$ cat src/rtl/serial_arith_pkg.sv
// Shared types and constants for the bit-serial arithmetic blocks.
package serial_arith_pkg;

  typedef enum logic {ST_IDLE, ST_RUN} state_t;

  localparam int SERIAL_WIDTH_DEFAULT = 8;

  function automatic int cnt_w(input int w);
    return $clog2(w);
  endfunction

endpackage

$ cat src/rtl/full_subtractor.sv
// One-bit full subtractor cell: d = x - y - bi, with borrow out.
module full_subtractor (
  input  logic x,
  input  logic y,
  input  logic bi,
  output logic d,
  output logic bo
);

  assign d  = x ^ y ^ bi;
  assign bo = (~x & y) | (~(x ^ y) & bi);

endmodule

$ cat src/rtl/serial_subtractor.sv
// Bit-serial subtractor: a - b - borrow_in, LSB first, one bit per clock
// through a single full_subtractor cell and a stored borrow flip-flop.
module serial_subtractor
  import serial_arith_pkg::*;
#(
  parameter int WIDTH = SERIAL_WIDTH_DEFAULT
) (
  input  logic             clk,
  input  logic             rst,
  input  logic             start,
  input  logic [WIDTH-1:0] a,
  input  logic [WIDTH-1:0] b,
  input  logic             borrow_in,
  output logic             busy,
  output logic             done,
  output logic [WIDTH-1:0] diff,
  output logic             borrow_out
);

  localparam int            CW   = cnt_w(WIDTH);
  localparam logic [CW-1:0] LAST = CW'(WIDTH - 1);

  state_t           state, state_next;
  logic [WIDTH-1:0] a_sr, b_sr;
  logic             borrow_q;
  logic [CW-1:0]    cnt;
  logic             cell_d, cell_bo;
  logic             accept, last_bit;

  full_subtractor u_cell (
    .x  (a_sr[0]),
    .y  (b_sr[0]),
    .bi (borrow_q),
    .d  (cell_d),
    .bo (cell_bo)
  );

  always_comb begin
    state_next = state;
    accept     = 1'b0;
    last_bit   = 1'b0;
    case (state)
      ST_IDLE: begin
        if (start) begin
          accept     = 1'b1;
          state_next = ST_RUN;
        end
      end
      ST_RUN: begin
        if (cnt == LAST) begin
          last_bit   = 1'b1;
          state_next = ST_IDLE;
        end
      end
      default: state_next = ST_IDLE;
    endcase
  end

  always_ff @(posedge clk or posedge rst) begin
    if (rst) state <= ST_IDLE;
    else     state <= state_next;
  end

  // Datapath: difference bits enter at the MSB so diff is aligned after WIDTH shifts
  always_ff @(posedge clk or posedge rst) begin
    if (rst) begin
      a_sr       <= '0;
      b_sr       <= '0;
      borrow_q   <= 1'b0;
      cnt        <= '0;
      busy       <= 1'b0;
      done       <= 1'b0;
      diff       <= '0;
      borrow_out <= 1'b0;
    end else begin
      done <= last_bit;
      if (accept) begin
        a_sr     <= a;
        b_sr     <= b;
        borrow_q <= borrow_in;
        cnt      <= '0;
        diff     <= '0;
        busy     <= 1'b1;
      end else if (state == ST_RUN) begin
        diff     <= {cell_d, diff[WIDTH-1:1]};
        a_sr     <= a_sr >> 1;
        b_sr     <= b_sr >> 1;
        borrow_q <= cell_bo;
        cnt      <= cnt + CW'(1);
        if (last_bit) begin
          busy       <= 1'b0;
          borrow_out <= cell_bo;
        end
      end
    end
  end

endmodule

$ cat config.mk
export PLATFORM = sky130hd
export DESIGN_NAME = serial_subtractor
export DESIGN_NICKNAME = d
export VERILOG_FILES = /design/src/rtl/serial_arith_pkg.sv /design/src/rtl/full_subtractor.sv /design/src/rtl/serial_subtractor.sv
export SDC_FILE = /design/constraint.sdc
export NUM_CORES = 1
export LEC_CHECK = 0
export CAP_MARGIN = 20
export CORE_AREA = 10 10 80 82
export CTS_CLUSTER_SIZE = 20
export DETAILED_ROUTE_END_ITERATION = 12
export DIE_AREA = 0 0 90 92
export DONT_BUFFER_PORTS = 1
export SKIP_LAST_GASP = 1
export SLEW_MARGIN = 10
export SYNTH_ARGS = -nofsm -noshare
export SYNTH_HDL_FRONTEND = slang
export SYNTH_SLANG_ARGS = --single-unit
$ cat constraint.sdc
create_clock -name clk -period 1.21 [get_ports clk]
set_clock_uncertainty 0.1 [all_clocks]
set_input_delay 0.3025 -clock clk [delete_from_list [all_inputs] [get_ports clk]]
set_output_delay 0.3025 -clock clk [all_outputs]
set_load 0.01 [all_outputs]
==> run summary <==
The flow ran to the end, and the final reports show no timing, DRC or antenna violations. The number of antenna violations at the first check in global routing was 0. The critical path required time was 1320 ps. The clock sink count is 32. The peak supply drop is 0.839 mV.

The total wire length after detailed routing was 2.85 mm; the average wire length per cell after detail routing was 14.2 um. On the critical path, the stage with the largest delay is an instance of fa_1. The run gives 4 as the number of optimization iterations in the first detailed-route pass. Capturing element type of the critical path: a flip-flop. The worst setup path is of the flip-flop to flip-flop kind. Number of max-cap violations: 0.

The global-route wire length before repair came out at 4.91 mm. A synthesized cell averages 11.4 um2. The full die area was 8280 um2. The ratio of final minimum period to clock period was 0.999; the measured slew at the worst slew-check pin was 409 ps.

For the TritonCTS buffer count, the log shows 5. The logs give 36 for the number of DRC markers after the initial detailed-route iteration and 0 for the final-report max-slew violation count. Derived from the worst setup path, the maximum achievable clock frequency is 827 MHz. The floorplan has 26 rows.

The tools report the number of hold-slack violations in the final timing report as 0. Summing over every cut layer, the via total after detailed routing is 871. The cell count of the worst reg-to-reg path was 4; the fraction of layout instances using a drive strength above 1 was 0.169. Setup repair after global routing could not meet its margin everywhere. Setup violations remaining at the end of the flow were counted as 0. The routed design could run at a clock period as short as 1210 ps. Data on the critical path arrives at its endpoint at 1320 ps. In this run the power density over the cells is 2500 nW/um2. Counting distinct cell types in the post-synthesis netlist gives 18.

CTS built an H-tree with a depth of 2. Compared with the post-synthesis result, the final layout area differs by 15.4%. Number of buffer and inverter instances along the worst setup path: 1. In the routed design, unresolved DRC markers number 0. The count of cells along the worst hold path is 1, and the mean number of vias per cell is 4.36. The number of buffers between clock root and the deepest sink is 2. The run gives 146 as the post-synth net total.

The endpoint identified for the worst register-to-register timing path is diff[7]$_DFFE_PP0P_. Worst min-delay path category: primary input to flip-flop. The reg-to-reg startpoint was borrow_q$_DFFE_PP0P_. The tools report the startpoint of the lowest-slack hold path as start. The synthesis-stage register bit count was 32; the leakage power was 0.000749 uW.

The final weighted congestion in routability-driven placement was 0.722. TritonCTS built the clock tree. The height of the die came out at 92 um. Synthesis handed over a netlist of 123 instances. Half-perimeter wire length after placement: 2.07 mm. Walking the worst path, the cells encountered are inv_2 -> fa_1 -> nand2_1 -> o21ai_1.

The final core utilization was 0.328. The layout net count is 153, and the part of the Yosys area used for sequential elements is 0.573. On the worst path, the slowest cell contributes a delay of 530 ps.

The summed instance area of the synthesized netlist is 1400 um2, and the tightest slew margin relative to the limit is 0.727. Fill cells in the final layout number 495. The number of global-route vias before repair was 927; the number of warnings printed during yosys synthesis was 0. The maximum fanout count along the critical path works out to 2. The clock transition at the registers of the reported paths is 60 ps, and the internal reg-to-reg setup slack is 0.7 ps. The initial standard-cell utilization of the core is 0.284, and the die outline width is 90 um.

On the critical path the largest part of the delay comes from adder cells. The tools report the number of standard cells in the layout, taps in and fillers out as 200. For hold timing, the worst endpoint is busy$_DFFE_PP0P_. Including well taps, the total number of placed cells is 188.

Source-to-sink clock delay at the later pin of the worst-skew pair: 280 ps. The global-route usage over all layers is 0.0757. Summed over all layers, the global routing overflow is 0. Buffers placed on the I/O ports in this run total 0. STA classifies the critical path startpoint as a flip-flop.

The run gives 0 as the number of nets still failing antenna checks after routing. The cell at the root of the clock tree is clkbuf_8. In this run the count of I/O pins placed on the die edge is 31. The number of antenna diodes in the final layout is 0. The placeable core area was 4910 um2; the pin count of the biggest net entering global routing was 38.
## cell usage after synthesis
cell type / n / area, um2
dfrtp_1: 32 / 801
clkbuf_1: 1 / 3.75
mux2i_1: 18 / 180
nor2_2: 1 / 6.26
inv_2: 2 / 7.51
mux2_2: 1 / 11.3
inv_1: 3 / 11.3
buf_4: 3 / 22.5
buf_6: 2 / 22.5
nand2_1: 20 / 75.1
ha_1: 2 / 25.0
a22o_1: 6 / 52.6
fa_1: 1 / 20.0
nor2_1: 3 / 11.3
nand2b_1: 5 / 31.3
buf_2: 2 / 10.0
a21oi_1: 2 / 10.0
o21ai_1: 19 / 95.1
## worst register-to-register path: stages (launching register included)
cell and delay [ps]:
dfrtp_1 350, inv_2 40, fa_1 530, nand2_1 50, o21ai_1 70
## state kept, by name, summed over array words and instances, names as in the netlist
name and count:
a_sr 8, busy 1, b_sr 8, cnt 3, borrow_out 1, diff 8
borrow_q 1, state 1, done 1
## cell type report
| type | instances | area (um2) | area share |
|---|---|---|---|
| clock buffer | 7 | 96.3 | 0.0598 |
| inverter | 5 | 18.8 | 0.0116 |
| multi-input combinational | 78 | 533 | 0.331 |
| sequential | 32 | 801 | 0.497 |
| tap | 70 | 87.6 | 0.0543 |
| timing repair buffer | 8 | 75.1 | 0.0466 |
## cells in the final DEF, fill, tap and decap left out, drive strengths merged
cell type and instances:
mux2i 18, nand2b 5, nor2 4, mux2 1, a21oi 2, buf 7, o21ai 19, fa 1
dfrtp 32, inv 5, a22o 6, clkbuf 7, dlygate4sd3 1, nand2 20, ha 2
## report_power, final
part           switching, uW  leakage (uW)  total [uW]  internal (uW)
clock                    354     0.0000503         859            505
combinational            613      0.000290        1260            643
sequential               407      0.000409        1920           1510
total                   1370      0.000749        4040           2660
## per-layer routing
layer  part of all wire  global-route usage  vias up
li1                   -                   -      429
met1               0.45              0.0890      414
met2               0.47               0.114       23
met3              0.069              0.0342        5
met4              0.018              0.0398        0
met5                  0                   0        -
## stage by stage
stage	area (um2)	setup WS [ps]	hold slack, ps	total power (uW)	setup TNS [ps]
floorplan	1400	9.02	319	2770	0
detailed placement	1460	-33.9	209	3070	-50.2
CTS	1600	-11.1	66.6	4070	-13.3
finish	1610	0.660	87.7	4040	0
global route	1610	-56.9	71.7	4410	-154
global placement	1460	3.37	201	3000	0
## worst max path at each step
| stage | end | slack (ps) | depth (start not counted) | start |
|---|---|---|---|---|
| floorplan | cnt[2]$_DFFE_PP0P_ | 9 | 3 | cnt[1]$_DFFE_PP0P_ |
| global placement | cnt[2]$_DFFE_PP0P_ | 3 | 3 | cnt[1]$_DFFE_PP0P_ |
| detailed placement | cnt[2]$_DFFE_PP0P_ | -30 | 3 | cnt[0]$_DFFE_PP0P_ |
| CTS | cnt[2]$_DFFE_PP0P_ | -10 | 3 | cnt[0]$_DFFE_PP0P_ |
| global route | diff[7]$_DFFE_PP0P_ | -60 | 4 | borrow_q$_DFFE_PP0P_ |
| finish | diff[7]$_DFFE_PP0P_ | 0.7 | 4 | borrow_q$_DFFE_PP0P_ |
## kinds of logic after synthesis
group           after synthesis  share of synthesized area
flops                        32                      0.573
simple gates                 29                     0.0887
compound gates               27                      0.113
mux                          19                      0.137
buf+inv                      13                     0.0556
fa+ha+maj                     3                     0.0323
## repair_timing
item | 4_1_cts | 5_1_grt
endpoints found under the hold margin | 32 | 0
hold buffers | 1 | 0
pin swaps | 2 | 2
endpoints found under the setup margin | 3 | 4
resized for setup | 2 | 1
buffers inserted | 3 | 1
No activity file was read; power rests on OpenSTA's default activity.
